--- config.mk ---
export PLATFORM = sky130hd
export DESIGN_NAME = scan_mux_n
export DESIGN_NICKNAME = d
export VERILOG_FILES = /design/src/rtl/scan_mux_n.sv
export SDC_FILE = /design/constraint.sdc
export NUM_CORES = 1
export LEC_CHECK = 0
export CELL_PAD_IN_SITES_DETAIL_PLACEMENT = 2
export CELL_PAD_IN_SITES_GLOBAL_PLACEMENT = 2
export CORE_ASPECT_RATIO = 1.25
export CORE_MARGIN = 2
export CORE_UTILIZATION = 27
export CTS_BUF_LIST = sky130_fd_sc_hd__clkbuf_8
export DETAILED_ROUTE_END_ITERATION = 8
export PLACE_DENSITY_LB_ADDON = 0.1
export SETUP_SLACK_MARGIN = 0.05
export SLEW_MARGIN = 20
export SYNTH_ARGS = -nofsm -noshare
export SYNTH_HDL_FRONTEND = slang
export SYNTH_SLANG_ARGS = --single-unit
--- constraint.sdc ---
create_clock -name clk -period 2.2 [get_ports clk]
set_clock_uncertainty 0.2 [all_clocks]
set_input_delay 0.66 -clock clk [delete_from_list [all_inputs] [get_ports clk]]
set_output_delay 0.66 -clock clk [all_outputs]
set_load 0.05 [all_outputs]
--- src/rtl/scan_mux_n.sv ---
// scan_mux_n: time-multiplexed display scanner with registered, aligned sel/bcd/an outputs.
// Define SCAN_LZ_BLANK_EN to also blank leading-zero channels above channel 0.
module scan_mux_n #(
  parameter int NCH = 6,
  parameter int W = 4,
  parameter int DIV = 50000,
  localparam int SW = $clog2(NCH) > 1 ? $clog2(NCH) : 1
) (
  input  logic clk,
  input  logic rst_n,
  input  logic [NCH*W-1:0] ch,
  input  logic en,
  input  logic [NCH-1:0] blank_mask,
  output logic [W-1:0] bcd,
  output logic [SW-1:0] sel,
  output logic [NCH-1:0] an,
  output logic frame
);
  localparam int PW = DIV > 1 ? $clog2(DIV) : 1;
  logic [PW-1:0] pcnt;
  logic [SW-1:0] idx;
  logic [NCH-1:0] blank;
  logic [W-1:0] data;
  logic blk, adv, wrap;
  assign adv = en && pcnt == PW'(DIV - 1);
  assign wrap = idx == SW'(NCH - 1);
`ifdef SCAN_LZ_BLANK_EN
  logic [NCH-1:0] lz;
  // lz[k]: channel k and every channel above it are zero; channel 0 is exempt
  always_comb begin
    lz[NCH-1] = ch[NCH*W-1 -: W] == '0;
    for (int k = NCH - 2; k >= 0; k--) lz[k] = lz[k+1] && ch[k*W +: W] == '0;
    blank = blank_mask | (lz & ~NCH'(1));
  end
`else
  assign blank = blank_mask;
`endif
  always_comb begin
    data = '0;
    blk = 1'b0;
    for (int k = 0; k < NCH; k++)
      if (idx == SW'(k)) begin
        data = ch[k*W +: W];
        blk = blank[k];
      end
  end
  always_ff @(posedge clk or negedge rst_n)
    if (!rst_n) begin
      pcnt <= '0;
      idx <= '0;
      sel <= '0;
      bcd <= '1;
      an <= '1;
      frame <= 1'b0;
    end else begin
      if (en) pcnt <= adv ? '0 : pcnt + 1'b1;
      if (adv) idx <= wrap ? '0 : idx + 1'b1;
      frame <= adv && wrap;
      sel <= idx;
      bcd <= blk ? '1 : data;
      an <= blk ? '1 : ~(NCH'(1) << idx);
    end
endmodule

## Word-level counts from Yosys, hierarchy flattened

Cells that the tools add are included.

- Input bits: 33
- Output and inout port bits: 14
- Flip-flop bits (word level): 33
- Logic and storage cells: 35

- Mux-type cells: 16
- Add/sub/neg operators: 2
- Bitwise operators: 1
- Eq/ne operators: 6
- Reduce and logical (&&, ||, !) cells: 3
- Shifts and indexed selects: 1

Operator list:

| kind | number |
|---|---|
| 4-bit 2-to-1 mux | 7 |
| 16-bit by 1-bit adder with 16-bit output, second input constant | 1 |
| 16-bit == test, second input constant | 1 |
| 16-bit 2-to-1 mux | 1 |
| 3-bit by 2-bit == test with 1-bit output, second input constant | 2 |
| 3-bit == test, second input constant | 2 |
| 1-bit 2-to-1 mux | 6 |
| 6-bit 2-to-1 mux | 1 |
| 6-bit NOT | 1 |
| 1-bit by 3-bit << shifter with 6-bit output, first input constant | 1 |
| 3-bit by 1-bit adder with 3-bit output, second input constant | 1 |
| 3-bit by 1-bit == test with 1-bit output, second input constant | 1 |
| 3-bit logical NOT | 1 |
| 3-bit 2-to-1 mux | 1 |
| 1-bit logical AND | 2 |

## Logic depth before layout (Yosys ltp)

Gate-level depths: netlist of run 1.

- Depth after elaboration: 8
- Depth in mapped cells: 9
- Gate-level depth less buffers: 6

## Worst setup path after synthesis of run 1

No wires, ideal clock.

- Kind: register -> register
- Start point: reg idx[0]
- End point: reg bcd[0]
- Arrival time: 2.042 ns
- Path slack: -0.146 ns
- Cell stages (with the launch flop): 10
- Path buffers: 3
- Library setup time: 0.104 ns
- Cells stage by stage: dfrtp_1 clkbuf_1 clkbuf_1 and2_1 ha_1 clkbuf_1 nor2b_1 mux2i_1 o21ai_1 nand4_1

- Longest elaborated chain between the ends: 8
- Elaborated cells between the ends (all ways): 19
- Classes of those cells: eq/ne (5); mux (13); reduce/logical (1)

RTL lines:

| element | line | RTL |
|---|---|---|
| from (decl) | 21 | `logic [SW-1:0] idx;` |
| from (signal assigned) | 57 | `if (adv) idx <= wrap ? '0 : idx + 1'b1;` |
| 3-bit logical NOT | 42 | `if (idx == SW'(k)) begin` |
| 4-bit 2-to-1 mux / 1-bit 2-to-1 mux (equally long branches) (6 in series) | 42 |  |
| 4-bit 2-to-1 mux * | 60 | `bcd <= blk ? '1 : data;` |
| to (signal assigned) | 60 |  |
| to (decl) | 14 | `output logic [W-1:0] bcd,` |

Every way passes the cells marked *; elsewhere a longest branch is shown, timed or not.
A chain may end at the register's enable or synchronous reset.

## Final worst setup path of run 1

- Start point: reg pcnt[4]
- End point: reg pcnt[0]

- Longest elaborated chain between the ends: 3

RTL lines:

| element | line | RTL |
|---|---|---|
| from (decl) | 20 | `logic [PW-1:0] pcnt;` |
| from (signal assigned) | 56 | `if (en) pcnt <= adv ? '0 : pcnt + 1'b1;` |
| 16-bit == test | 25 | `assign adv = en && pcnt == PW'(DIV - 1);` |
| 1-bit logical AND | 25 |  |
| 16-bit 2-to-1 mux | 56 |  |

Every way passes these cells.

==> flow_summary_export.csv, run 1 <==
group,metric,value,unit
status,outcome,"finished, final reports clean",
setup_path,end_kind,"flip-flop",
power_and_ir_drop,internal_power,1218,uW
power_and_ir_drop,powerDensity,637.9,nW/um^2
sta,worst_slack,155.6,ps
synthesis,synthCells,155,
sta,max_slew.worst_pin.slew,402.1,ps
setup_path,crit_required,2170,ps
route,firstDrtPassIters,4,
clock_tree,clock_latency,280,ps
sta,hold_viol_final,0,
clock_tree,cts_tree,"yes",
setup_path,start_kind,"flip-flop",
power_and_ir_drop,p_sw_share,25.66,%
synthesis,synth_warnings,0,
synthesis,ys_ff_latch,33,
run,cap_violations,0,
power_and_ir_drop,p_comb_share,19.0,%
power_and_ir_drop,p_leak,0.001090,uW
sta,slew_headroom,73.14,%
power_and_ir_drop,clock_power_share,35.6,%
route,drt_iter0_drc,33,
final_layout,drive_gt1_share,27.93,%
route,vias,1440,
final_layout,fillers,631,
power_and_ir_drop,total_power,1639,uW
clock_tree,clock_sinks,33,
clock_tree,ctsHtreeMaxLevel,2,
die,die_y,91.74,microns
global_routing,grt_first_pass_wirelength,8.190,mm
synthesis,yosysSeqAreaShare,50.41,%
die,rows,31,
setup_path,crit_type,"flip-flop to flip-flop",
place,port_buffers,46,
clock_tree,cts_buffers,5,
route,avgViaCountPerCell,4.737,
die,io_pins,47,
power_and_ir_drop,p_seq_share,45.4,%
global_routing,antenna_found_initial,0,
global_routing,grt_overflow,0,
die,coreArea,5857,sq um
synthesis,synth_fp_nets,190,
route,wl,4.927,mm
setup_path,crit_fanout,3,
sta,slew_violations,0,
synthesis,syn_avg_cell_area,10.73,sq um
clock_tree,root_buffer,"clkbuf_8",
final_layout,mostFrequentLayoutCell,"clkdlybuf4s50_1",
die,dieArea,6806,sq um
place,place_congestion,0.7601,
clock_tree,clock_path_buffers,2,
die,start_util,28.39,%
final_layout,mostFrequentLayoutCells,"31 x clkdlybuf4s50_1, 23 x dfrtp_1, 23 x buf_4",
route,drc,0,
die,die_w,74.19,microns
synthesis,synthesis.area,1663,sq um
setup_path,arrival,2010,ps
synthesis,yosysUniqueCellTypes,37,
power_and_ir_drop,ir_worst_vdd,0.2117,mV
place,dp_hpwl,3.724,mm
sta,fmax,0.4891,GHz
sta,fin_hold_ws,322.2,ps
sta,rsz0062_at_grt,"false",
clock_tree,path_clk_slew,70,ps
hold_path,hp-class,"flip-flop to flip-flop",
global_routing,grt_max_degree,34,
sta,fin_crit_sh,92.93,%
final_layout,n_antenna_cell,0,
sta,setup_viol,0,
global_routing,grt_pass1_vias,1637,
final_layout,nNetsFinal,256,
place,place_ws,-366.7,ps
final_layout,postLayoutCoreUtil,43.86,%
sta,period_needed,2044,ps
route,wl_per_cell,16.21,microns
global_routing,grtUsageTotal,15.95,%
power_and_ir_drop,p_sw,420.5,uW
route,postRouteAntennaNets,0,
clock_tree,cts-hold-fix-buffers,0,
final_layout,synthToLayoutAreaGrowth,54.48,%
registers in the layout, indices dropped and copies added (netlist names):
register,flops
sel,3
frame,1
bcd,4
pcnt,16
an,6
idx,3
metrics by stage:
| stage | instances | TNS [ps] | cell area [sq um] |
|---|---|---|---|
| 6_report | 304 | 0 | 2569 |
| 5_1_grt | 304 | 0 | 2569 |
| 4_1_cts | 304 | 0 | 2569 |
| 3_5_place_dp | 294 | -3271 | 2432 |
| 3_3_place_gp | 294 | -2250 | 2432 |
| 2_1_floorplan | 155 | 0 | 1668 |
power by group through the flow:
stage / registers [uW] / logic [uW] / clock network, uW
3_3_place_gp: 749 / 291 / 0
3_5_place_dp: 754 / 307 / 0
5_1_grt: 754 / 344 / 631
4_1_cts: 743 / 317 / 608
2_1_floorplan: 751 / 127 / 0
6_report: 744 / 312 / 583
what timing repair did:
item | 4_1_cts | 5_1_grt
resized for setup | 2 | 0
setup buffers | 2 | 0
pin swaps | 1 | 1
endpoints found under the setup margin | 2 | 2
path summary, 6_finish.rpt:
check | start | endpoint | slack (ps) | cells past startpoint
min in group asynchronous | rst_n | pcnt[0] | 550 | 2
max | pcnt[4] | pcnt[0] | 160 | 5
max reg2reg | pcnt[4] | pcnt[0] | 160 | 5
min reg2reg | pcnt[5] | pcnt[5] | 320 | 1
min | pcnt[5] | pcnt[5] | 320 | 1
max in group asynchronous | rst_n | an[3] | 1000 | 2
metal layers:
metal / vias to the layer above / track usage (%) / part of all wire, %
li1: 680 / - / -
met3: 4 / 3.626 / 3.4
met2: 39 / 28.27 / 55
met5: - / 0 / 0
met1: 717 / 18.12 / 40
met4: 0 / 5.909 / 1.3
Yosys cell counts (all sizes together):
master | number | area (sq um)
nand3b | 2 | 15.01
nor4b | 1 | 23.77
nor4 | 3 | 18.77
a31o | 1 | 8.760
o2bb2ai | 4 | 35.03
mux2 | 6 | 71.31
inv | 2 | 7.510
nor4bb | 1 | 10.01
or3 | 1 | 6.260
nor3 | 3 | 15.01
nand2 | 19 | 71.32
nand4bb | 1 | 11.26
nor2 | 16 | 60.06
and4 | 1 | 8.760
o21ai | 2 | 10.00
ha | 2 | 25.02
nor2b | 4 | 25.02
xor2 | 6 | 52.55
dfrtp | 23 | 575.6
clkbuf | 4 | 15.01
xnor2 | 8 | 70.07
dfstp | 10 | 262.8
or2 | 1 | 6.260
buf | 3 | 20.01
or4b | 1 | 13.76
and2 | 1 | 6.260
nand2b | 1 | 6.260
a311o | 1 | 10.01
nand3 | 3 | 15.01
mux2i | 8 | 80.08
o211ai | 5 | 37.54
nand4 | 11 | 68.82
worst max-delay path, cell delays in order (launching register included):
cell     delay, ps
dfrtp_1        390
or4b_4         570
nor4b_4        300
buf_4          180
nor2_1          40
mux2_4         250
cells by family (layout without fill, tap and decap cells):
family                   count (synthesis)  count (layout)  share of synthesized area (%)
AND/OR/NAND/NOR                         70              70                          22.95
flip-flops                              33              33                          50.41
XOR/XNOR                                14              14                          7.374
multiplexers                            14              14                          9.104
AO/OA/AOI/OAI                           13              13                          6.094
buffers and inverters                    9              76                          2.558
adder cells (fa/ha/maj)                  2               2                          1.505
area by class of cell:
type,instances,area (sq um),area share [%]
flip-flops and latches,33,838.3,32.64
multi-input cells,113,792.0,30.83
repair buffers,66,711.9,27.72
well taps,82,102.6,3.994
clock buffers,6,82.58,3.215
clock inverters,2,33.78,1.315
inverters,2,7.507,0.2923
No activity file was read; power rests on OpenSTA's default activity.
==> run 2, diff against run 1 <==
==> constraint.sdc (replaced) <==
create_clock -name clk -period 2.2 [get_ports clk]
set_clock_uncertainty 0.2 [all_clocks]
set_input_delay 0.66 -clock clk [delete_from_list [all_inputs] [get_ports clk]]
set_output_delay 0.66 -clock clk [all_outputs]
set_load 0.005 [all_outputs]
==> flow_summary_export.csv, run 2 (same netlist as run 1, synthesis figures left out) <==
group,metric,value,unit
global_routing,antenna_found_initial,0,
setup_path,crit_fanout,3,
sta,period_needed,2030,ps
setup_path,r2r_cells,5,
sta,hold_viol_final,0,
place,port_buffers,46,
sta,rsz0062_at_grt,"false",
place,dp_hpwl,3.767,mm
setup_path,crit_type,"flip-flop to flip-flop",
global_routing,grt_overflow,0,
die,die_w,74.19,microns
final_layout,drive_gt1_share,21.27,%
clock_tree,cts-hold-fix-buffers,0,
setup_path,cp.depth,5,
route,vias,1446,
die,dieArea,6806,sq um
clock_tree,ctsHtreeMaxLevel,2,
clock_tree,cts_tree,"yes",
final_layout,mostFrequentLayoutCells,"35 x clkdlybuf4s50_1, 23 x dfrtp_1, 19 x nand2_1",
setup_path,start_kind,"flip-flop",
clock_tree,clock_path_buffers,2,
global_routing,grt_first_pass_wirelength,8.362,mm
sta,fin_crit_sh,92.25,%
power_and_ir_drop,powerDensity,617.4,nW/um^2
power_and_ir_drop,internal_power,1118,uW
route,wl,4.798,mm
global_routing,top_usage_layer,"met2",
global_routing,grtUsageTotal,16.03,%
sta,slew_violations,0,
route,drc,0,
route,avgViaCountPerCell,4.772,
setup_path,max_stage_delay,570,ps
die,rows,31,
hold_path,holdPathStages,1,
power_and_ir_drop,ir_worst_vdd,0.2399,mV
final_layout,largest_reg_flops,16,
power_and_ir_drop,p_seq_share,49.2,%
sta,tns,0,ps
power_and_ir_drop,total_power,1505,uW
route,drt_iter0_drc,42,
clock_tree,clock_latency,280,ps
setup_path,crit_family,"simple AND/OR/NAND/NOR gates",
hold_path,hp-class,"flip-flop to flip-flop",
clock_tree,postCtsSetupRepairBufs,0,
route,wl_per_cell,15.83,microns
clock_tree,root_buffer,"clkbuf_8",
setup_path,crit_required,2170,ps
global_routing,grt_util_met1,17.59,%
clock_tree,path_clk_slew,70,ps
sta,slew_headroom,72.58,%
sta,max_slew.worst_pin.slew,410.5,ps
global_routing,grt_pass1_vias,1709,
global_routing,grt_util_met3,2.967,%
power_and_ir_drop,p_leak,0.0009999,uW
place,place_congestion,0.7449,
setup_path,arrival,2000,ps
die,start_util,28.39,%
power_and_ir_drop,clock_power_share,33.0,%
clock_tree,cts_buffers,5,
die,die_y,91.74,microns
power_and_ir_drop,p_sw_share,25.70,%
die,coreArea,5857,sq um
final_layout,synthToLayoutAreaGrowth,46.58,%
sta,setup_viol,0,
final_layout,n_antenna_cell,0,
route,firstDrtPassIters,3,
setup_path,path_cells,"or4b_4, nor4b_4, buf_4, nor2_1, mux2_4",
final_layout,top_regs,"pcnt x16, an x6, bcd x4",
sta,fmax,0.4927,GHz
power_and_ir_drop,p_comb_share,17.8,%
global_routing,grt_use_met2,29.91,%
clock_tree,clock_sinks,33,
status,outcome,"finished, final reports clean",
setup_path,end_kind,"flip-flop",
global_routing,grt_max_degree,34,
setup_path,slowest_stage,"or4b_4",
power_and_ir_drop,p_sw,386.8,uW
die,io_pins,47,
final_layout,nNetsFinal,255,
final_layout,regMostFlops,"pcnt",
route,postRouteAntennaNets,0,
run,cap_violations,0,
final_layout,postLayoutCoreUtil,41.62,%
final_layout,mostFrequentLayoutCell,"clkdlybuf4s50_1",
setup_path,crit_buf_inv,1,
==> run 2: cell count changes in the layout (fill, tap and decap cells not counted) <==
cell | before | now
clkdlybuf4s50_1 | 31 | 35
dlygate4sd2_1 | 1 | 11
bufinv_16 | 1 | 0
nor4_2 | 1 | 0
buf_12 | 11 | 1
buf_4 | 23 | 18
inv_1 | 3 | 2
clkbuf_8 | 6 | 7
clkinv_2 | 0 | 1
nor4_1 | 2 | 3
==> run 2: area by class of cell <==
| cell class | count | area, sq um |
|---|---|---|
| Clock buffer | 7 | 96.34 |
| Clock inverter | 1 | 5.005 |
| Fill cell | 619 | 3420 |
| Inverter | 2 | 7.507 |
| Multi-Input combinational cell | 113 | 785.8 |
| Sequential cell | 33 | 838.3 |
| Tap cell | 82 | 102.6 |
| Timing Repair Buffer | 65 | 601.8 |
==> run 2: worst register-to-register path, delay by kind of cell, from the launching register on <==
kind | cells | cell delay (ps)
muxes | 1 | 260
buffers and inverters | 1 | 170
DFF | 1 | 390
and+or+nand+nor | 3 | 900
==> run 2: metrics by stage <==
step | area (sq um) | hold slack, ps | std cells | setup slack [ps]
finish | 2437 | 290.0 | 303 | 170.5
global route | 2437 | 326.4 | 303 | 86.24
CTS | 2437 | 296.7 | 303 | 90.96
detailed placement | 2350 | 273.6 | 295 | -295.1
global placement | 2350 | 263.8 | 295 | -254.0
floorplan | 1668 | 148.7 | 155 | 52.64
==> run 2: path summary, 6_finish.rpt <==
kind / startpoint / to / slack (ps)
hold reg to reg: pcnt[15] / pcnt[15] / 290
setup reg to reg: pcnt[4] / pcnt[0] / 170
setup / recovery: pcnt[4] / pcnt[0] / 170
hold / removal: pcnt[15] / pcnt[15] / 290
min in group asynchronous: rst_n / pcnt[2] / 540
max in group asynchronous: rst_n / bcd[1] / 1010
==> run 2: what timing repair did <==
item                                   4_1_cts  5_1_grt
pin swaps                                    1        1
endpoints found under the hold margin        0        0
gates resized for setup                     11        0
setup endpoints to repair                   14        2
==> run 2: metal layers <==
metal  wire [microns]  share of wire [%]
met1             1857                 39
met2             2730                 57
met4               73                1.5
met5                0                  0
met3              137                2.9
==> run 2: power groups by stage <==
stage / logic [uW] / clock network, uW / registers [uW]
floorplan: 127 / 0 / 733
global placement: 262 / 0 / 747
detailed placement: 277 / 0 / 751
CTS: 275 / 514 / 741
global route: 303 / 541 / 750
finish: 268 / 496 / 741
==> run 3, diff against run 2 <==
- HOLD_SLACK_MARGIN: default -> 0.02
==> results of run 3 <==
The final DEF is identical to that of run 2; final timing and power are the same.
